$ cat config.mk
export PLATFORM = sky130hd
export DESIGN_NAME = ws2812_serializer
export DESIGN_NICKNAME = d
export VERILOG_FILES = /design/src/rtl/ws2812_serializer.sv
export SDC_FILE = /design/constraint.sdc
export NUM_CORES = 1
export LEC_CHECK = 0
export ABC_AREA = 0
export BUFFER_PORTS_ARGS = -buffer_cell sky130_fd_sc_hd__buf_2
export CAP_MARGIN = 20
export CORE_UTILIZATION = 60
export CTS_BUF_LIST = sky130_fd_sc_hd__clkbuf_4 sky130_fd_sc_hd__clkbuf_8
export CTS_CLUSTER_DIAMETER = 60
export DETAILED_ROUTE_END_ITERATION = 10
export HOLD_SLACK_MARGIN = 0.05
export PLACE_DENSITY = 0.86
export SLEW_MARGIN = 20
export SYNTH_ARGS = -nofsm -noshare
export SYNTH_HDL_FRONTEND = slang
export SYNTH_SLANG_ARGS = --single-unit
$ cat constraint.sdc
create_clock -name clk_i -period 2.6 [get_ports clk_i]
set_input_delay 0.13 -clock clk_i [delete_from_list [all_inputs] [get_ports clk_i]]
set_output_delay 0.13 -clock clk_i [all_outputs]
set_load 0.02 [all_outputs]
$ cat src/rtl/ws2812_serializer.sv
// WS2812 single-wire serializer: fetches one GRB pixel per LED from the frame
// buffer through a request/address handshake and drives the bit waveform plus latch.
module ws2812_serializer #(
    parameter int NUM_LEDS     = 8,
    parameter int SYSTEM_CLOCK = 50000000
) (
    input  logic                        clk_i,
    input  logic                        reset_i,
    input  logic                        start_i,
    input  logic [$clog2(NUM_LEDS):0]   led_count_i,
    output logic                        busy_o,
    output logic                        data_request_o,
    output logic [$clog2(NUM_LEDS)-1:0] address_o,
    input  logic [7:0]                  red_i,
    input  logic [7:0]                  green_i,
    input  logic [7:0]                  blue_i,
    output logic                        do_o
);

    localparam int T0H_CYC   = SYSTEM_CLOCK / 2500000;
    localparam int T1H_CYC   = SYSTEM_CLOCK / 1250000;
    localparam int BIT_CYC   = SYSTEM_CLOCK / 800000;
    localparam int RESET_CYC = SYSTEM_CLOCK / 12500;

    localparam int AW   = $clog2(NUM_LEDS);
    localparam int CNTW = AW + 1;
    localparam int CW   = $clog2(RESET_CYC + 1);

    localparam logic [CW-1:0]   T0H      = CW'(T0H_CYC);
    localparam logic [CW-1:0]   T1H      = CW'(T1H_CYC);
    localparam logic [CW-1:0]   BIT_M1   = CW'(BIT_CYC - 1);
    localparam logic [CW-1:0]   RESET_M1 = CW'(RESET_CYC - 1);
    localparam logic [CNTW-1:0] MAX_LEDS = CNTW'(NUM_LEDS);

    localparam logic [2:0] IDLE   = 3'd0;
    localparam logic [2:0] FETCH1 = 3'd1;
    localparam logic [2:0] FETCH2 = 3'd2;
    localparam logic [2:0] REQ    = 3'd3;
    localparam logic [2:0] LOAD   = 3'd4;
    localparam logic [2:0] SEND   = 3'd5;
    localparam logic [2:0] LATCH  = 3'd6;

    logic [2:0]      state;
    logic [CNTW-1:0] n_q;
    logic [23:0]     shreg;
    logic [4:0]      bit_idx;
    logic [CW-1:0]   cnt;
    logic [CW-1:0]   th_cur;

    always_comb begin
        th_cur = shreg[23] ? T1H : T0H;
    end

    always_ff @(posedge clk_i or posedge reset_i) begin
        if (reset_i) begin
            state          <= IDLE;
            n_q            <= '0;
            shreg          <= '0;
            bit_idx        <= '0;
            cnt            <= '0;
            busy_o         <= 1'b0;
            data_request_o <= 1'b0;
            address_o      <= '0;
            do_o           <= 1'b0;
        end else begin
            data_request_o <= 1'b0;
            case (state)
                IDLE: begin
                    if (start_i && led_count_i != '0) begin
                        n_q       <= (led_count_i > MAX_LEDS) ? MAX_LEDS : led_count_i;
                        address_o <= '0;
                        busy_o    <= 1'b1;
                        state     <= FETCH1;
                    end
                end
                FETCH1: state <= FETCH2;
                FETCH2: begin
                    data_request_o <= 1'b1;
                    state          <= REQ;
                end
                REQ: state <= LOAD;
                LOAD: begin
                    shreg   <= {green_i, red_i, blue_i};
                    bit_idx <= 5'd23;
                    cnt     <= '0;
                    do_o    <= 1'b1;
                    state   <= SEND;
                end
                SEND: begin
                    // do_o is registered, so it is computed for the cycle about to start.
                    if (cnt == BIT_M1) begin
                        cnt <= '0;
                        if (bit_idx == 5'd0) begin
                            do_o <= 1'b0;
                            if ({1'b0, address_o} == n_q - CNTW'(1)) begin
                                state <= LATCH;
                            end else begin
                                address_o <= address_o + AW'(1);
                                state     <= FETCH1;
                            end
                        end else begin
                            bit_idx <= bit_idx - 5'd1;
                            shreg   <= {shreg[22:0], 1'b0};
                            do_o    <= 1'b1;
                        end
                    end else begin
                        cnt  <= cnt + CW'(1);
                        do_o <= (cnt + CW'(1)) < th_cur;
                    end
                end
                LATCH: begin
                    if (cnt == RESET_M1) begin
                        cnt    <= '0;
                        busy_o <= 1'b0;
                        state  <= IDLE;
                    end else begin
                        cnt <= cnt + CW'(1);
                    end
                end
                default: state <= IDLE;
            endcase
        end
    end

endmodule

=== After elaboration in Yosys (flattened, before gate mapping) ===
Cells that the tools add are included.

* Flip-flop bits (word level): 54
* Bits in latches: 0
* Bits in writable memories: 0
* Memory bits (read-only): 0
* Input bits: 31
* Logic and storage cells: 72
* Memories: 0

* $add $sub $neg: 4
* Multipliers: 0
* Div/mod/pow operators: 0
* Order comparisons: 2
* Equal/unequal tests: 15
* Shift operators: 0
* Multiplexer cells: 29
* Bitwise gates (word level): 0
* Reductions and logical operators: 13

{| class="wikitable"
|+ Operators with widths
! operator !! number
|-
| $mux W24 || 2
|-
| $pmux W24 S2 || 1
|-
| $pmux W12 S3 || 1
|-
| $mux W3 || 9
|-
| $mux W12 || 2
|-
| $pmux W3 S7 || 1
|-
| $add A12 B1 Y12 const B || 1
|-
| $eq A12 B12 Y1 const B || 1
|-
| $eq A12 B6 Y1 const B || 1
|-
| $lt A12 B6 Y1 || 1
|-
| $ne A2 B2 Y1 const B || 6
|-
| $mux W5 || 2
|-
| $pmux W5 S2 || 1
|-
| $eq A3 B3 Y1 const B || 3
|-
| $eq A3 B2 Y1 const B || 2
|-
| $mux W6 || 1
|-
| $pmux W3 S2 || 1
|-
| $reduce_and A3 Y1 || 2
|-
| $reduce_bool A2 Y1 || 3
|-
| $logic_not A5 Y1 || 1
|-
| $mux W1 || 5
|-
| $reduce_and A5 Y1 || 1
|-
| $sub A5 B1 Y5 const B || 1
|-
| $eq A3 B4 Y1 || 1
|-
| 12 further kinds || 13
|}

=== Logic depth before layout (Yosys ltp) ===
Gate-level depths: netlist of the first run.

* Depth in word-level cells: 6
* Depth in mapped cells: 10
* Gate-level depth less buffers: 9

=== Worst setup path after synthesis of the first run ===
No wires, ideal clock.

* Path type: register -> register
* Start point: register cnt[0]
* End point: register do_o
* Setup time: 0.095 ns
* Arrival: 2.246 ns
* Data required time: 2.505 ns
* Setup slack: 0.258 ns
* Stages on the path, launching flop included: 11
* Path through: dfrtp_1 -> ha_1 -> clkbuf_1 -> nand3_1 -> xnor2_1 -> inv_1 -> ha_1 -> a21oi_1 -> nand2_1 -> a2111o_1 -> o31ai_1

* Word-level cells in the longest chain between the ends: 4
* Elaborated cells between the ends (all ways): 5

{| class="wikitable"
|+ Ends and longest elaborated chain
! element !! line !! RTL
|-
| start, declared || 47 || <nowiki>logic [CW-1:0] cnt;</nowiki>
|-
| start signal, assigned || 107 || <nowiki>cnt <= cnt + CW'(1);</nowiki>
|-
| start signal, assigned || 117 || <nowiki>cnt <= cnt + CW'(1);</nowiki>
|-
| $add A12 B1 Y12 || 108 || <nowiki>do_o <= (cnt + CW'(1)) < th_cur;</nowiki>
|-
| $lt A12 B6 Y1 || 108 ||
|-
| $mux W1 (*) || 91 || <nowiki>if (cnt == BIT_M1) begin</nowiki>
|-
| $pmux W1 S2 (*) || 67 || <nowiki>case (state)</nowiki>
|-
| end signal, assigned || 108 ||
|-
| end, declared || 17 || <nowiki>output logic do_o</nowiki>
|}

Mark *: on every way between the ends. The rest lies on a longest branch, timed or not.
A chain may end at the register's enable or synchronous reset.

=== Final worst setup path of the first run ===
* Start point: register cnt[1]
* End point: register shreg[5]

* Word-level cells in the longest chain between the ends: 3

{| class="wikitable"
|+ Ends and longest elaborated chain
! element !! line !! RTL
|-
| $eq A12 B6 Y1 || 91 ||
|-
| $ne A2 B2 Y1 (no source line) || - ||
|-
| $reduce_and A3 Y1 (no source line) || - ||
|-
| end signal, assigned || 83 || <nowiki>shreg <= {green_i, red_i, blue_i};</nowiki>
|-
| end signal, assigned || 103 || <nowiki>shreg <= {shreg[22:0], 1'b0};</nowiki>
|-
| end, declared || 45 || <nowiki>logic [23:0] shreg;</nowiki>
|}

Every way passes these cells.

==> results of run 1 <==
## sequential cells by signal (all words and copies together) (netlist names)
register        count
data_request_o      1
shreg              24
cnt                12
do_o                1
state               3
address_o           3
n_q                 4
busy_o              1
bit_idx             5
## cells by family after synthesis
logic type / Yosys count
flops: 54
fa+ha+maj: 9
buf+inv: 34
compound gates: 85
mux: 1
simple gates: 158
xor+xnor: 9
## per-layer routing
metal / up-vias / wire length, µm
met4: 0 / 98
met3: 9 / 316
met5: - / 0
met1: 1283 / 2790
met2: 66 / 3010
li1: 1323 / -
## final timing paths
kind,startpoint,endpoint,slack (ns),cells past startpoint
max,cnt[1]$_DFFE_PP0P_,shreg[5]$_DFFE_PP0P_,0.22,8
min,led_count_i[3],n_q[3]$_DFFE_PP0P_,0.05,3
max reg2reg,cnt[1]$_DFFE_PP0P_,shreg[5]$_DFFE_PP0P_,0.22,8
min reg2reg,n_q[3]$_DFFE_PP0P_,n_q[3]$_DFFE_PP0P_,0.51,2
max in group asynchronous,reset_i,state[1]$_DFFE_PP0P_,1.53,4
min in group asynchronous,reset_i,cnt[9]$_DFFE_PP0P_,0.44,3
## through the flow
stage               cells  power [µW]  cell area, µm²   util
CTS                   456        3550            3430  0.717
floorplan             350        2610            3020      -
finish                456        3530            3430  0.717
detailed placement    444        2980            3280  0.684
global route          456        3830            3430  0.717
global placement      444        2890            3280  0.684
## cells in the mapped netlist, drive strengths merged (8+ instances only)
library cell,count
o21ai,17
nand3,10
nor2,38
nand2,71
clkbuf,14
dfrtp,54
a31oi,29
a21oi,10
inv,12
ha,9
buf,8
## critical path: cells and delay by family, from the launching register on
family / cells / cell delay (ns)
fa+ha+maj: 1 / 0.13
simple gates: 3 / 1.11
buf+inv: 2 / 0.31
flops: 1 / 0.40
compound gates: 2 / 0.34
## area by class of cell
type / instances / area (µm²)
repair buffers: 53 / 330
clock inverters: 2 / 37.5
flip-flops and latches: 54 / 1350
inverters: 12 / 45.0
well taps: 67 / 83.8
clock buffers: 6 / 76.3
multi-input cells: 262 / 1510
fillers: 418 / 1360
## power groups by stage
stage | Sequential (µW) | Combinational, µW | Clock [µW]
3_5_place_dp | 1420 | 1560 | 0
5_1_grt | 1450 | 1750 | 621
3_3_place_gp | 1400 | 1480 | 0
2_1_floorplan | 1350 | 1270 | 0
4_1_cts | 1400 | 1560 | 584
6_report | 1410 | 1550 | 574
## what timing repair did
action,in CTS,in global routing
hold buffers,4,0
setup endpoints to repair,0,0
endpoints found under the hold margin,31,0
==> results.sh, run 1 <==
export IMPL_powerDensity_nw_per_um2=1030
export IMPL_cap_violations=0
export IMPL_dieArea_um2=5310
export IMPL_final_antenna_net_count=0
export IMPL_endpoint_kind="flop"
export IMPL_final_cell_mix="nand2_1 (71), dfrtp_1 (54), nor2_1 (37), buf_2 (36), a31oi_1 (29)"
export IMPL_holdWs_ns=0.0537
export IMPL_synth_compound_area_frac=0.189
export IMPL_routed_wl_um=6210
export IMPL_power_frac_clock=0.163
export IMPL_grt_pass1_wl_um=10900
export IMPL_setup_tns_ns=0
export IMPL_synth_area_leaders="dfrtp_1 (45%), nand2_1 (8.8%), a31oi_1 (6.0%)"
export IMPL_crit_path_cell_trace="inv_1 > ha_1 > or4b_4 > or4_4 > a21oi_4 > buf_12 > nor2_1 > a31oi_1"
export IMPL_hold_class="in -> reg"
export IMPL_core_area_um2=4790
export IMPL_ys_warn_count=0
export IMPL_max_stage_delay_ns=0.57
export IMPL_met2_usage=0.441
export IMPL_synth_mux_area_frac=0.00332
export IMPL_drt_iter0_drc=300
export IMPL_cp_required_ns=2.84
export IMPL_synth_xor_area_frac=0.0261
export IMPL_hpwlAfterDp_um=4420
export IMPL_setup_violations=0
export IMPL_setup_ws_ns=0.216
export IMPL_maxSlewViolCount=0
export IMPL_ir_worst_vdd_mv=0.578
export IMPL_layout_min_cycle_time_ns=2.38
export IMPL_grt_busiest_layer="met2"
export IMPL_clk_latency_ns=0.32
export IMPL_die_w_um=72.9
export IMPL_power_leakage_uw=0.00153
export IMPL_synth_main_ff_cell="dfrtp_1"
export IMPL_combPwrFrac=0.439
export IMPL_outcome="finished clean"
export IMPL_postCtsSetupRepairBufs=0
export IMPL_num_vias=2681
export IMPL_post_place_ws_ns=0.237
export IMPL_avgSynthCellArea_um2=8.62
export IMPL_avgRoutedWirePerCell_um=13.6
export IMPL_start_util=0.630
export IMPL_vias_per_cell=5.88
export IMPL_met1_usage=0.347
export IMPL_rsz0062_at_grt="false"
export IMPL_postSynth_asyncResetShare=1.00
export IMPL_finClkSkew_ns=0.00616
export IMPL_antenna_cells=0
export IMPL_grt_pass1_vias=2484
export IMPL_synth_top_area_frac=0.448
export IMPL_grt_util_met3=0.0497
export IMPL_arrival_ns=2.62
export IMPL_antenna_found_initial=0
export IMPL_grt_ovfl_total=0
export IMPL_synth_cell_types=49
export IMPL_ys_seq_elements=54
export IMPL_area_growth_pct=13.7
export IMPL_syn_inst=350
export IMPL_synth_top_family_by_area="simple AND/OR/NAND/NOR gates"
export IMPL_cts_sinks=54
export IMPL_port_buffers=36
export IMPL_clk_pin_slew_ns=0.10
export IMPL_relSlewSlack=0.473
export IMPL_clk_path_buf_depth=2
export IMPL_cts_buffers=5
export IMPL_synth_largest_area_cell="dfrtp_1"
export IMPL_nNetsFinal=428
export IMPL_synthAdderAreaFrac=0.0373
export IMPL_synth_edff_count=0
export IMPL_crit_fanout=50
export IMPL_finalHoldViolations=0
export IMPL_yosysSeqAreaShare=0.448
export IMPL_grt_use_total=0.268
export IMPL_synth_area_um2=3020
export IMPL_die_h_um=72.9
export IMPL_place_congestion=0.914
export IMPL_p_switching_uw=1470
export IMPL_ctsHtreeMaxLevel=2
export IMPL_cellInternalPower_uw=2060
export IMPL_drive_gt1_frac=0.162
export IMPL_cts_resized=0
export IMPL_cts_tree="built"
export IMPL_final_common_cell="nand2_1"
export IMPL_drtPass1Iterations=4
export IMPL_max_freq_ghz=0.420
export IMPL_period_share=0.917
export IMPL_timing_worst_setup_path_type="reg -> reg"
export IMPL_cts_root_buf="clkbuf_8"
export IMPL_p_seq_frac=0.399
export IMPL_crit_slowest_cell="or4_4"
export IMPL_worst_slew_pin_slew_ns=0.791
export IMPL_grt_max_degree=51
export IMPL_rows=25
export IMPL_syn_nets=390
export IMPL_drc=0
export IMPL_switching_share=0.416
export IMPL_cp_start_kind="flop"
export IMPL_yosys_area_share_simple=0.243
export IMPL_io_pins=37
Power figures use the tool's default switching activity.
==> inputs of run 2 (changes only) <==
Settings changed: ABC_AREA 0 to 1, GPL_ROUTABILITY_DRIVEN set to 0, SLEW_MARGIN 20 to not set.
==> run 2 against run 1 <==
Compared with the run above:
- design area down 0.51%
- synthesized cell count up 14%
- hold slack improved by 0.014 ns
- core utilization is 0.83 points lower
- total power shrank 58%
- clock power shrank 11%
- count of clock-buffer cells in the layout is the same
- flip-flop and latch count stayed put
- sequential power decreased by 38%
- largest power group is now registers
- highest routed layer unchanged
==> results.sh, run 2 <==
export IMPL_cts_sinks=54
export IMPL_ys_warn_count=0
export IMPL_cts_root_buf="clkbuf_8"
export IMPL_timing_worst_setup_path_type="reg -> reg"
export IMPL_routed_wl_um=6410
export IMPL_cap_violations=0
export IMPL_layout_min_cycle_time_ns=2.11
export IMPL_outcome="finished clean"
export IMPL_drc=0
export IMPL_powerDensity_nw_per_um2=437
export IMPL_synth_area_leaders="dfrtp_1 (44%), nand2_1 (13%), inv_1 (7.5%)"
export IMPL_antenna_found_initial=0
export IMPL_power_leakage_uw=0.00182
export IMPL_postSynth_asyncResetShare=1.00
export IMPL_period_share=0.813
export IMPL_synth_area_um2=3070
export IMPL_yosys_top_cells_count="nand2_1 (108), inv_1 (61), dfrtp_1 (54)"
export IMPL_hpwlAfterDp_um=4450
export IMPL_antenna_cells=0
export IMPL_grt_max_degree=55
export IMPL_dieArea_um2=5400
export IMPL_relSlewSlack=0.433
export IMPL_setup_violations=0
export IMPL_hold_class="in -> reg"
export IMPL_finClkSkew_ns=0.0104
export IMPL_grt_ovfl_total=0
export IMPL_largest_reg_flops=24
export IMPL_finalHoldViolations=0
export IMPL_clk_latency_ns=0.32
export IMPL_ir_worst_vdd_mv=0.340
export IMPL_final_common_cell="nand2_1"
export IMPL_clk_pin_slew_ns=0.10
export IMPL_final_cell_mix="nand2_1 (108), inv_1 (60), dfrtp_1 (54), buf_2 (36), nor2_1 (30)"
export IMPL_area_growth_pct=11.3
export IMPL_grt_pass1_vias=2655
export IMPL_vias_per_cell=5.34
export IMPL_final_antenna_net_count=0
export IMPL_crit_fanout=5
export IMPL_grt_pass1_wl_um=11300
export IMPL_avgRoutedWirePerCell_um=12.7
export IMPL_max_freq_ghz=0.473
export IMPL_setup_ws_ns=0.486
export IMPL_die_h_um=73.5
export IMPL_drive_gt1_frac=0.138
export IMPL_synth_cell_types=32
export IMPL_arrival_ns=2.37
export IMPL_synth_largest_area_cell="dfrtp_1"
export IMPL_rsz0062_at_grt="false"
export IMPL_rows=25
export IMPL_die_w_um=73.5
export IMPL_avgSynthCellArea_um2=7.70
export IMPL_top_register="shreg"
export IMPL_highest_layer="met4"
export IMPL_cp_start_kind="flop"
export IMPL_cts_buffers=5
export IMPL_cts_tree="built"
export IMPL_post_place_ws_ns=0.586
export IMPL_ctsHtreeMaxLevel=2
export IMPL_finalNonFillerCells=503
export IMPL_synth_main_ff_cell="dfrtp_1"
export IMPL_num_vias=2684
export IMPL_top_regs="shreg x24, cnt x12, bit_idx x5"
export IMPL_maxSlewViolCount=0
export IMPL_yosysSeqAreaShare=0.441
export IMPL_ys_seq_elements=54
export IMPL_nNetsFinal=475
export IMPL_cp_required_ns=2.85
export IMPL_dp_cells=491
export IMPL_worst_slew_pin_slew_ns=0.848
export IMPL_drtPass1Iterations=8
export IMPL_met2_length_um=3080
export IMPL_dr_wl_met3_um=327
export IMPL_yosysMostFrequentCell="nand2_1"
export IMPL_synth_edff_count=0
export IMPL_endpoint_kind="flop"
export IMPL_io_pins=37
export IMPL_clk_path_buf_depth=2
export IMPL_holdWs_ns=0.0679
export IMPL_synth_top_area_frac=0.441
export IMPL_start_util=0.636
export IMPL_grt_use_total=0.273
export IMPL_core_area_um2=4820
export IMPL_postCtsSetupRepairBufs=0
export IMPL_setup_tns_ns=0
export IMPL_port_buffers=36
export IMPL_drt_iter0_drc=267
export IMPL_m1WireLength_um=2800
export IMPL_syn_inst=398
export IMPL_syn_nets=438
-- run 2: cell type report --
| class | instances | area, µm² |
|---|---|---|
| inverter | 65 | 249 |
| clock inverter | 2 | 17.5 |
| timing repair buffer | 43 | 243 |
| sequential | 54 | 1350 |
| tap | 67 | 83.8 |
| fill | 415 | 1410 |
| multi-input combinational | 266 | 1390 |
| clock buffer | 6 | 82.6 |
-- run 2: worst max-delay path, stage by stage (launching register included) --
cell and delay, ns:
dfrtp_1 0.44, nand3_1 0.20, nor2_1 0.25, xor2_1 0.23
ha_1 0.28, a21oi_1 0.15, nand2_1 0.08, nor2_1 0.10
nand3_1 0.08, nor2_1 0.12, nor2_1 0.05, nor2_1 0.07
-- run 2: logic make-up after synthesis --
kind of cell / share of synthesized area
and+or+nand+nor: 0.240
buffers and inverters: 0.109
adders and majority gates: 0.0367
DFF: 0.441
AOI/OAI and AO/OA: 0.148
xor gates and xnor gates: 0.0257
-- run 2: metrics by stage --
step,utilization,instance area [µm²],power [µW]
2_1_floorplan,-,3070,952
3_3_place_gp,0.679,3270,990
3_5_place_dp,0.679,3270,994
4_1_cts,0.708,3410,1510
5_1_grt,0.708,3410,1550
6_report,0.708,3410,1490
-- run 2: path summary, 6_finish.rpt --
kind,cells past startpoint,end,slack [ns],start
hold reg to reg,2,busy_o$_DFFE_PP0P_,0.51,busy_o$_DFFE_PP0P_
max in group asynchronous,4,state[1]$_DFFE_PP0P_,1.61,reset_i
setup / recovery,11,do_o$_DFFE_PP0P_,0.49,cnt[2]$_DFFE_PP0P_
hold / removal,3,shreg[18]$_DFFE_PP0P_,0.07,green_i[2]
min in group asynchronous,4,shreg[16]$_DFFE_PP0P_,0.54,reset_i
setup reg to reg,11,do_o$_DFFE_PP0P_,0.49,cnt[2]$_DFFE_PP0P_
-- run 2: routing by layer --
metal / GRT usage / vias to the layer above
met1: 0.343 / 1210
met4: 0.143 / 0
li1: - / 1357
met5: 0 / -
met2: 0.445 / 92
met3: 0.0549 / 25
-- run 2: power breakdown --
part	switching [µW]	internal, µW
combinational	62.2	47.0
sequential	8.95	863
clock	291	220
total	362	1130
-- run 2: what timing repair did --
| action | CTS | global route |
|---|---|---|
| hold endpoints to repair | 57 | 0 |
| gates resized for setup | 0 | 0 |
| hold buffers | 4 | 0 |
==> inputs of run 3 (changes only) <==
Settings changed: ABC_AREA 1 to 0.
Clock period 2.6 ns to 2.1 ns, I/O delays scaled along.
==> run 3 against run 2 <==
Compared with the run above:
- the run now ends with setup timing left
- first-iteration DRC count grew to 2.9 times the previous value
- global-route usage increased by 11 points
- hold slack worse by 0.014 ns
- register-to-register slack worse by 0.73 ns
- non-clock buffer count grew 69
- flip-flop and latch count is the same
- core utilization grew 19 points
- routed wire length rose by 86%
- design area up 25%
- critical path type unchanged
- largest cell class unchanged
==> results.sh, run 3 (synthesized netlist as in run 1, its figures left out) <==
export IMPL_drtPass1Iterations=8
export IMPL_outcome="finished with violations"
export IMPL_worst_slew_pin_slew_ns=0.661
export IMPL_io_pins=37
export IMPL_hpwlAfterDp_um=5000
export IMPL_die_h_um=72.9
export IMPL_r2r_cells=8
export IMPL_max_freq_ghz=0.427
export IMPL_die_w_um=72.9
export IMPL_start_util=0.630
export IMPL_relSlewSlack=0.555
export IMPL_drc=0
export IMPL_setup_ws_ns=-0.241
export IMPL_clk_path_buf_depth=2
export IMPL_hold_class="in -> reg"
export IMPL_final_common_cell="nand2_1"
export IMPL_finalHoldViolations=0
export IMPL_final_cell_mix="nand2_1 (70), dfrtp_1 (52), buf_4 (43), buf_2 (36), nor2_1 (35)"
export IMPL_power_leakage_uw=0.00186
export IMPL_grt_use_total=0.380
export IMPL_cts_root_buf="clkbuf_8"
export IMPL_drive_gt1_frac=0.311
export IMPL_cts_tree="built"
export IMPL_ctsHtreeMaxLevel=2
export IMPL_area_growth_pct=42.0
export IMPL_rows=25
export IMPL_endpoint_kind="flop"
export IMPL_final_util=0.894
export IMPL_rrSetupSlack_ns=-0.24
export IMPL_nNetsFinal=487
export IMPL_period_share=1.11
export IMPL_timing_worst_setup_path_type="reg -> reg"
export IMPL_dieArea_um2=5310
export IMPL_powerDensity_nw_per_um2=1320
export IMPL_drt_iter0_drc=782
export IMPL_cts_sinks=54
export IMPL_r2r_start="cnt[1]$_DFFE_PP0P_"
export IMPL_dp_cells=470
export IMPL_cp_required_ns=2.33
export IMPL_layout_min_cycle_time_ns=2.34
export IMPL_routed_wl_um=11900
export IMPL_core_area_um2=4790
export IMPL_worstHoldEndpoint="shreg[12]$_DFFE_PP0P_"
export IMPL_cp_start_kind="flop"
export IMPL_num_vias=3638
export IMPL_largest_reg_flops=24
export IMPL_top_register="shreg"
export IMPL_grt_ovfl_total=0
export IMPL_failed_checks="setup timing"
export IMPL_grt_pass1_wl_um=14900
export IMPL_clk_pin_slew_ns=0.10
export IMPL_vias_per_cell=7.08
export IMPL_setup_tns_ns=-6.80
export IMPL_finalNonFillerCells=514
export IMPL_arrival_ns=2.57
export IMPL_rr_endpoint="shreg[11]$_DFFE_PP0P_"
export IMPL_min_from="red_i[4]"
export IMPL_maxSlewViolCount=0
export IMPL_setup_violations=42
export IMPL_port_buffers=36
export IMPL_final_antenna_net_count=0
export IMPL_grt_pass1_vias=3093
export IMPL_hold_path_depth=3
export IMPL_finClkSkew_ns=0.00699
export IMPL_antenna_cells=0
export IMPL_cts_buffers=5
export IMPL_clk_latency_ns=0.33
export IMPL_crit_fanout=13
export IMPL_avgRoutedWirePerCell_um=23.1
export IMPL_ir_worst_vdd_mv=1.09
export IMPL_grt_max_degree=54
export IMPL_antenna_found_initial=0
export IMPL_top_regs="shreg x24, cnt x12, bit_idx x5"
export IMPL_cap_violations=0
export IMPL_rsz0062_at_grt="true"
-- run 3: cell count changes in the layout (fill, tap and decap cells not counted), moves of 6 or more --
cell	previous run	this run
nand2b_1	0	6
inv_1	60	7
buf_4	3	43
nand3_1	16	8
o21ai_1	27	2
nand2_1	108	70
a31oi_1	1	25
o211ai_1	23	3
dlygate4sd3_1	4	23
-- run 3: area by class of cell --
cell class                 count  area (µm²)
inverter                      12        45.0
sequential                    54        1350
fill                         173         505
multi-input combinational    262        1770
clock buffer                   5        68.8
clock inverter                 2        13.8
timing repair buffer         112         941
tap                           67        83.8
-- run 3: how the worst max path moves through the flow --
stage | start | end | slack [ns] | cells past startpoint
after floorplan | cnt[1]$_DFFE_PP0P_ | shreg[23]$_DFFE_PP0P_ | -0.05 | 8
after global routing | cnt[1]$_DFFE_PP0P_ | shreg[11]$_DFFE_PP0P_ | -0.30 | 8
after detailed placement | cnt[1]$_DFFE_PP0P_ | shreg[15]$_DFFE_PP0P_ | -0.22 | 8
final | cnt[1]$_DFFE_PP0P_ | shreg[11]$_DFFE_PP0P_ | -0.24 | 8
after global placement | cnt[1]$_DFFE_PP0P_ | shreg[20]$_DFFE_PP0P_ | -0.09 | 8
after CTS | cnt[1]$_DFFE_PP0P_ | shreg[15]$_DFFE_PP0P_ | -0.12 | 8
-- run 3: worst max-delay path, cell delays in order, from the launching register on --
cell and delay [ns]:
dfrtp_1 0.41, inv_2 0.09, ha_4 0.12, or4b_4 0.46, or4_4 0.45, a21oi_4 0.24, buf_12 0.19, nor2_1 0.05
a31oi_1 0.23
-- run 3: through the flow --
stage	cell area (µm²)	hold slack (ns)	power (µW)	worst slack [ns]
finish	4280	0.0541	5640	-0.241
global route	4280	0.0774	5840	-0.298
CTS	4030	0.0542	4750	-0.119
detailed placement	3520	-0.0372	3900	-0.218
global placement	3520	-0.0390	3760	-0.0906
floorplan	3060	0.210	3270	-0.0452
-- run 3: per-layer routing --
metal  global-route usage  share of wire
met5                    0              0
met4                0.222          0.082
met3               0.0787           0.12
met2                0.640           0.46
met1                0.451           0.34
-- run 3: what timing repair did --
action	4_1_cts	5_1_grt
gates cloned	2	2
endpoints found under the setup margin	47	47
hold buffers	23	0
pin swaps	5	12
endpoints found under the hold margin	76	0
resized for setup	24	28
setup buffers	5	5
-- run 3: report_power, final --
part           internal (µW)  switching, µW  total [µW]
combinational           1360           1850        3210
sequential              1420            411        1830
clock                    232            377         609
